===== config.mk =====
export PLATFORM = sky130hd
export DESIGN_NAME = byte_pair_sequencer
export DESIGN_NICKNAME = d
export VERILOG_FILES = /design/src/rtl/byte_pair_sequencer.sv
export SDC_FILE = /design/constraint.sdc
export NUM_CORES = 1
export LEC_CHECK = 0
export ABC_AREA = 0
export BUFFER_PORTS_ARGS = -buffer_cell sky130_fd_sc_hd__buf_2
export CAP_MARGIN = 20
export CELL_PAD_IN_SITES_DETAIL_PLACEMENT = 1
export CELL_PAD_IN_SITES_GLOBAL_PLACEMENT = 1
export CORE_UTILIZATION = 40
export CTS_CLUSTER_DIAMETER = 30
export CTS_CLUSTER_SIZE = 28
export DETAILED_ROUTE_END_ITERATION = 10
export PLACE_DENSITY = 0.85
export SLEW_MARGIN = 0
export SYNTH_ARGS = -nofsm -noshare
export SYNTH_HDL_FRONTEND = slang
export SYNTH_SLANG_ARGS = --single-unit
export TNS_END_PERCENT = 100

===== constraint.sdc =====
create_clock -name clk -period 2.55 [get_ports clk]
set_input_delay 0.6375 -clock clk [delete_from_list [all_inputs] [get_ports clk]]
set_output_delay 0.6375 -clock clk [all_outputs]
set_load 0.05 [all_outputs]

===== src/rtl/byte_pair_sequencer.sv =====
// byte_pair_sequencer: pairs UART bytes (low first, then high) into 16-bit words for the LED driver.
// Latency: word_valid rises 1 cycle after the high-byte rx_valid; errored pairs carry ERROR_PATTERN.
// Backpressure: none upstream; an unacked word is replaced and overrun pulses. SEQ_ERR_COUNT_EN builds err_count.
module byte_pair_sequencer #(
   parameter logic [15:0] ERROR_PATTERN  = 16'hCCCC,
   parameter logic [15:0] TIMEOUT_CYCLES = 16'd50000,
   parameter int          CNT_W          = 8
) (
   input  logic             clk,
   input  logic             reset,
   input  logic             rx_valid,
   input  logic [7:0]       rx_data,
   input  logic             rx_perror,
   input  logic             rx_ferror,
   input  logic             word_ack,
   output logic [15:0]      word_out,
   output logic             word_valid,
   output logic             overrun,
   output logic             timeout,
   output logic [CNT_W-1:0] err_count
);

   // Pairing state: waiting for the low byte, or holding it while the high byte arrives.
   localparam logic [0:0] WAIT_LO = 1'b0;
   localparam logic [0:0] WAIT_HI = 1'b1;

   // Counter value on the last idle cycle allowed before the low byte is dropped.
   localparam logic [15:0] TO_LIMIT = TIMEOUT_CYCLES - 16'd1;
   localparam bit          TO_EN    = (TIMEOUT_CYCLES != 16'd0);

   logic [0:0]  state;
   logic [0:0]  state_nxt;
   logic [7:0]  lo_byte;
   logic        err_flag;
   logic [15:0] to_cnt;

   logic        rx_err;
   logic        lo_take;
   logic        pair_done;
   logic        pair_err;
   logic        to_fire;
   logic [15:0] pair_word;

   // Either receiver error strobe taints the pair currently being assembled.
   assign rx_err    = rx_perror | rx_ferror;
   assign lo_take   = (state == WAIT_LO) && rx_valid;
   assign pair_done = (state == WAIT_HI) && rx_valid;

   // A coincident strobe on the high byte still counts for this pair.
   assign pair_err  = err_flag | rx_err;
   assign pair_word = pair_err ? ERROR_PATTERN : {rx_data, lo_byte};

   // rx_valid on the limit cycle wins: only an idle cycle can fire the timeout.
   assign to_fire   = TO_EN && (state == WAIT_HI) && !rx_valid && (to_cnt == TO_LIMIT);

   // Next-state: a byte moves between halves, a timeout forces resync to the low half.
   always_comb begin
      state_nxt = state;
      case (state)
         WAIT_LO: begin
            if (rx_valid) begin
               state_nxt = WAIT_HI;
            end
         end
         WAIT_HI: begin
            if (rx_valid || to_fire) begin
               state_nxt = WAIT_LO;
            end
         end
         default: begin
            state_nxt = WAIT_LO;
         end
      endcase
   end

   // State register; reset discards any half-received pair.
   always_ff @(posedge clk) begin
      if (reset) begin
         state <= WAIT_LO;
      end else begin
         state <= state_nxt;
      end
   end

   // Low-byte holding register, dropped on timeout so a stale byte never leaks out.
   always_ff @(posedge clk) begin
      if (reset) begin
         lo_byte <= 8'h00;
      end else if (lo_take) begin
         lo_byte <= rx_data;
      end else if (to_fire) begin
         lo_byte <= 8'h00;
      end
   end

   // Sticky error flag: pair end or discard starts the next pair clean, otherwise any strobe sets it.
   always_ff @(posedge clk) begin
      if (reset) begin
         err_flag <= 1'b0;
      end else if (pair_done || to_fire) begin
         err_flag <= 1'b0;
      end else if (rx_err) begin
         err_flag <= 1'b1;
      end
   end

   // Inter-byte idle counter; holds at all-ones when the timeout is disabled so it cannot wrap.
   always_ff @(posedge clk) begin
      if (reset) begin
         to_cnt <= 16'd0;
      end else if (lo_take || to_fire) begin
         to_cnt <= 16'd0;
      end else if ((state == WAIT_HI) && !rx_valid && (to_cnt != 16'hFFFF)) begin
         to_cnt <= to_cnt + 16'd1;
      end
   end

   // Output word and handshake: a completed pair always loads, an ack without a new pair retires the word.
   always_ff @(posedge clk) begin
      if (reset) begin
         word_out   <= 16'h0000;
         word_valid <= 1'b0;
         overrun    <= 1'b0;
      end else begin
         overrun <= 1'b0;
         if (pair_done) begin
            word_out   <= pair_word;
            word_valid <= 1'b1;
            // Same-cycle ack means the old word was consumed, so nothing was lost.
            overrun    <= word_valid && !word_ack;
         end else if (word_valid && word_ack) begin
            word_valid <= 1'b0;
         end
      end
   end

   // Timeout pulse, one cycle per discarded low byte.
   always_ff @(posedge clk) begin
      if (reset) begin
         timeout <= 1'b0;
      end else begin
         timeout <= to_fire;
      end
   end

`ifdef SEQ_ERR_COUNT_EN
   logic [CNT_W-1:0] err_cnt_q;

   // Errored pairs actually delivered, saturating rather than wrapping; timeouts are not counted.
   always_ff @(posedge clk) begin
      if (reset) begin
         err_cnt_q <= '0;
      end else if (pair_done && pair_err && (err_cnt_q != {CNT_W{1'b1}})) begin
         err_cnt_q <= err_cnt_q + CNT_W'(1);
      end
   end

   assign err_count = err_cnt_q;
`else
   assign err_count = {CNT_W{1'b0}};
`endif

endmodule


==> impl_metrics.csv <==
group,metric,value,unit
run_status,outcome,"complete, no violations",
grt,antenna_found_initial,0,
routing,drt_iter0_drc,105,
synth,syn-cell-area,0.00185,mm²
place,gp_congestion,0.866,
synth,synthTopCellsByCount,"dfxtp_1 (45), a22o_1 (16), a21oi_1 (11)",
grt,grt_max_degree,15,
timing,tightest_slew,0.582,ns
worst_setup_path,cp-end-kind,"register",
worst_hold_path,min_from,"lo_byte[5]",
power,peakVddDrop,0.000220,V
worst_setup_path,r2r-start,"to_cnt[10]",
finish,final_cells,277,
routing,avgViaCountPerCell,5.91,
synth,yosysMostFrequentCell,"dfxtp_1",
synth,ys.flop_type,"dfxtp_1",
timing,slew_viol_final,0,
routing,drt_first_pass_iters,4,
floorplanning,chipHeight,70.0,µm
timing,setup_viol,0,
worst_setup_path,crit_fanout,10,
clock_tree,holdBufCountCts,0,
finish,drive_gt1_share,27.6,%
floorplanning,dieArea,0.00490,mm²
finish,utilization,49.8,%
grt,grt_overflow,0,
synth,postSynthCellCount,186,
timing,tns,0,ns
worst_hold_path,whs_path_depth,1,
synth,ys_seq_elements,45,
finish,fillers,522,
worst_setup_path,reg2reg_slack,0.45,ns
timing,rsz0062_at_grt,"false",
timing,fmax,476,MHz
power,total_power,1.44,mW
place,postPlaceCellArea,0.00206,mm²
clock_tree,htree_levels,2,
timing,timing.hold.ws,0.476,ns
power,power.static_leakage,0.850,nW
worst_setup_path,crit_required,2.74,ns
timing,finalCritPeriodShare,82.4,%
routing,wl_per_cell,16.8,µm
grt,first_global_vias,1629,
clock_tree,clk_pin_slew_worst_paths,0.09,ns
place,dp_cells,269,
floorplanning,pin_count,41,
clock_tree,cts_setup_buffers,0,
place,hpwl,3.38,mm
timing,period_minus_slack,2.10,ns
synth,synth_seq_area_share,48.7,%
finish,num_antenna_cells,0,
synth,yosys-top-cells-area,"dfxtp_1 (49%), a22o_1 (7.6%), o221a_2 (4.9%), buf_4 (3.2%), a21oi_1 (3.0%)",
finish,nets,239,
timing,finalHoldViolCount,0,
synth,yosys_warnings,0,
worst_setup_path,worstSetupPathType,"reg -> reg",
timing,relSlewSlack,61.0,%
worst_setup_path,worstReg2RegEnd,"lo_byte[6]",
synth,yosysTopAreaCell,"dfxtp_1",
worst_hold_path,whs_endpoint,"word_out[5]",
finish,postLayoutCellArea,0.00218,mm²
synth,ys_types,36,
routing,vias,1636,
clock_tree,clockBufferDepth,2,
timing,worst_slack,0.448,ns
grt,grt_pass1_wl,7.81,mm
floorplanning,start_util,42.2,%
synth,synth_edf_count,0,
synth,synth_top_area_share,48.7,%
worst_setup_path,crit_arrival,2.29,ns
floorplanning,dieWidth,70.0,µm
clock_tree,ctsResizeCount,0,
clock_tree,cts_tree,"built",
worst_setup_path,startpoint_type,"register",
place,port-buffer-count,32,
clock_tree,cts.sinks,45,
place,pre_cts_ws,0.377,ns
finish,area_delta_synth_final,18.0,%
routing,drc,0,
synth,async_flop_share,0,%
worst_hold_path,min-delay-path-class,"reg -> reg",
routing,ant_nets,0,
synth,synth.avg_cell_area,9.94,µm²
clock_tree,cts_made_buffers,5,
routing,wl,4.65,mm
job,maxCapViolations,0,
floorplanning,design.core.area,0.00438,mm²
clock_tree,root_buffer,"clkbuf_8",
power,power.density,660,mW/mm²
grt,gr-usage-all-layers,19.6,%
worst_setup_path,r2r_cells,4,
floorplanning,rows,24,
clock_tree,worstSkewPairLatency,0.29,ns
timing,clock_skew,0.00368,ns
worst max-delay path, cell delays in order, from the launching register on:
cell and delay, ns:
dfxtp_1 0.39, nor4b_1 0.40, nand4_1 0.31, o311a_1 0.59, a22o_1 0.30
layer usage:
layer / wire [µm] / GRT usage (%) / up-vias
li1: - / - / 784
met1: 2150 / 25.3 / 799
met2: 2270 / 33.1 / 44
met3: 166 / 3.32 / 9
met4: 65 / 6.67 / 0
met5: 0 / 0 / -
registers in the layout, summed over array words and instances, names as in the netlist:
register,flops
word_valid,1
timeout,1
overrun,1
err_flag,1
state,1
lo_byte,8
to_cnt,16
word_out,16
how the worst max path moves through the flow:
| stage | end | cells after the start | startpoint | slack [ns] |
|---|---|---|---|---|
| 6_report | lo_byte[6] | 4 | to_cnt[10] | 0.45 |
| 5_1_grt | lo_byte[6] | 5 | to_cnt[0] | 0.40 |
| 4_1_cts | lo_byte[6] | 4 | to_cnt[10] | 0.51 |
| 3_5_place_dp | to_cnt[9] | 5 | rx_valid | 0.38 |
| 3_3_place_gp | to_cnt[9] | 5 | rx_valid | 0.43 |
| 2_1_floorplan | to_cnt[15] | 5 | rx_valid | 0.57 |
power breakdown:
group / internal [mW] / total, mW / switching [mW]
clock: 0.319 / 0.565 / 0.246
combinational: 0.0393 / 0.142 / 0.102
sequential: 0.722 / 0.733 / 0.0109
total: 1.08 / 1.44 / 0.360
cell usage in the layout (no fill, tap or decap), drive strengths merged:
master    Yosys  routed
or3           7       7
nor2          8       8
clkinvlp      0       1
nand3b        1       1
or4           5       5
nand3         5       5
ha            1       1
o211a         1       1
conb          1       8
buf          12      39
o221a         8       8
nor2b         1       1
o311a         2       2
nor3          9       9
nand2         8       8
nand4         6       6
inv           3       3
o311ai        1       1
a22o         16      16
a21oi        13      13
nor4b         2       2
bufinv        0       1
clkbuf        3       6
nor4          6       6
o31ai         6       6
and2          1       1
and3          1       1
a41oi         2       2
clkinv        1       1
nand2b        3       3
a31oi         1       1
o21ai         6       6
dfxtp        45      45
a311oi        1       1
final cells by class:
type | count | area [µm²] | area share, %
tap | 52 | 65.1 | 2.98
sequential | 45 | 901 | 41.3
inverter | 4 | 15.0 | 0.688
timing repair buffer | 39 | 213 | 9.75
clock buffer | 6 | 82.6 | 3.78
multi-input combinational | 129 | 868 | 39.8
clock inverter | 2 | 37.5 | 1.72
kinds of logic after synthesis:
group,count (synthesis),share of synthesized area (%)
AO/OA/AOI/OAI,57,24.7
adder cells (fa/ha/maj),1,0.676
buffers and inverters,19,5.75
flip-flops,45,48.7
other,1,0.203
AND/OR/NAND/NOR,63,20.0
(Power assumes the default switching activity.)
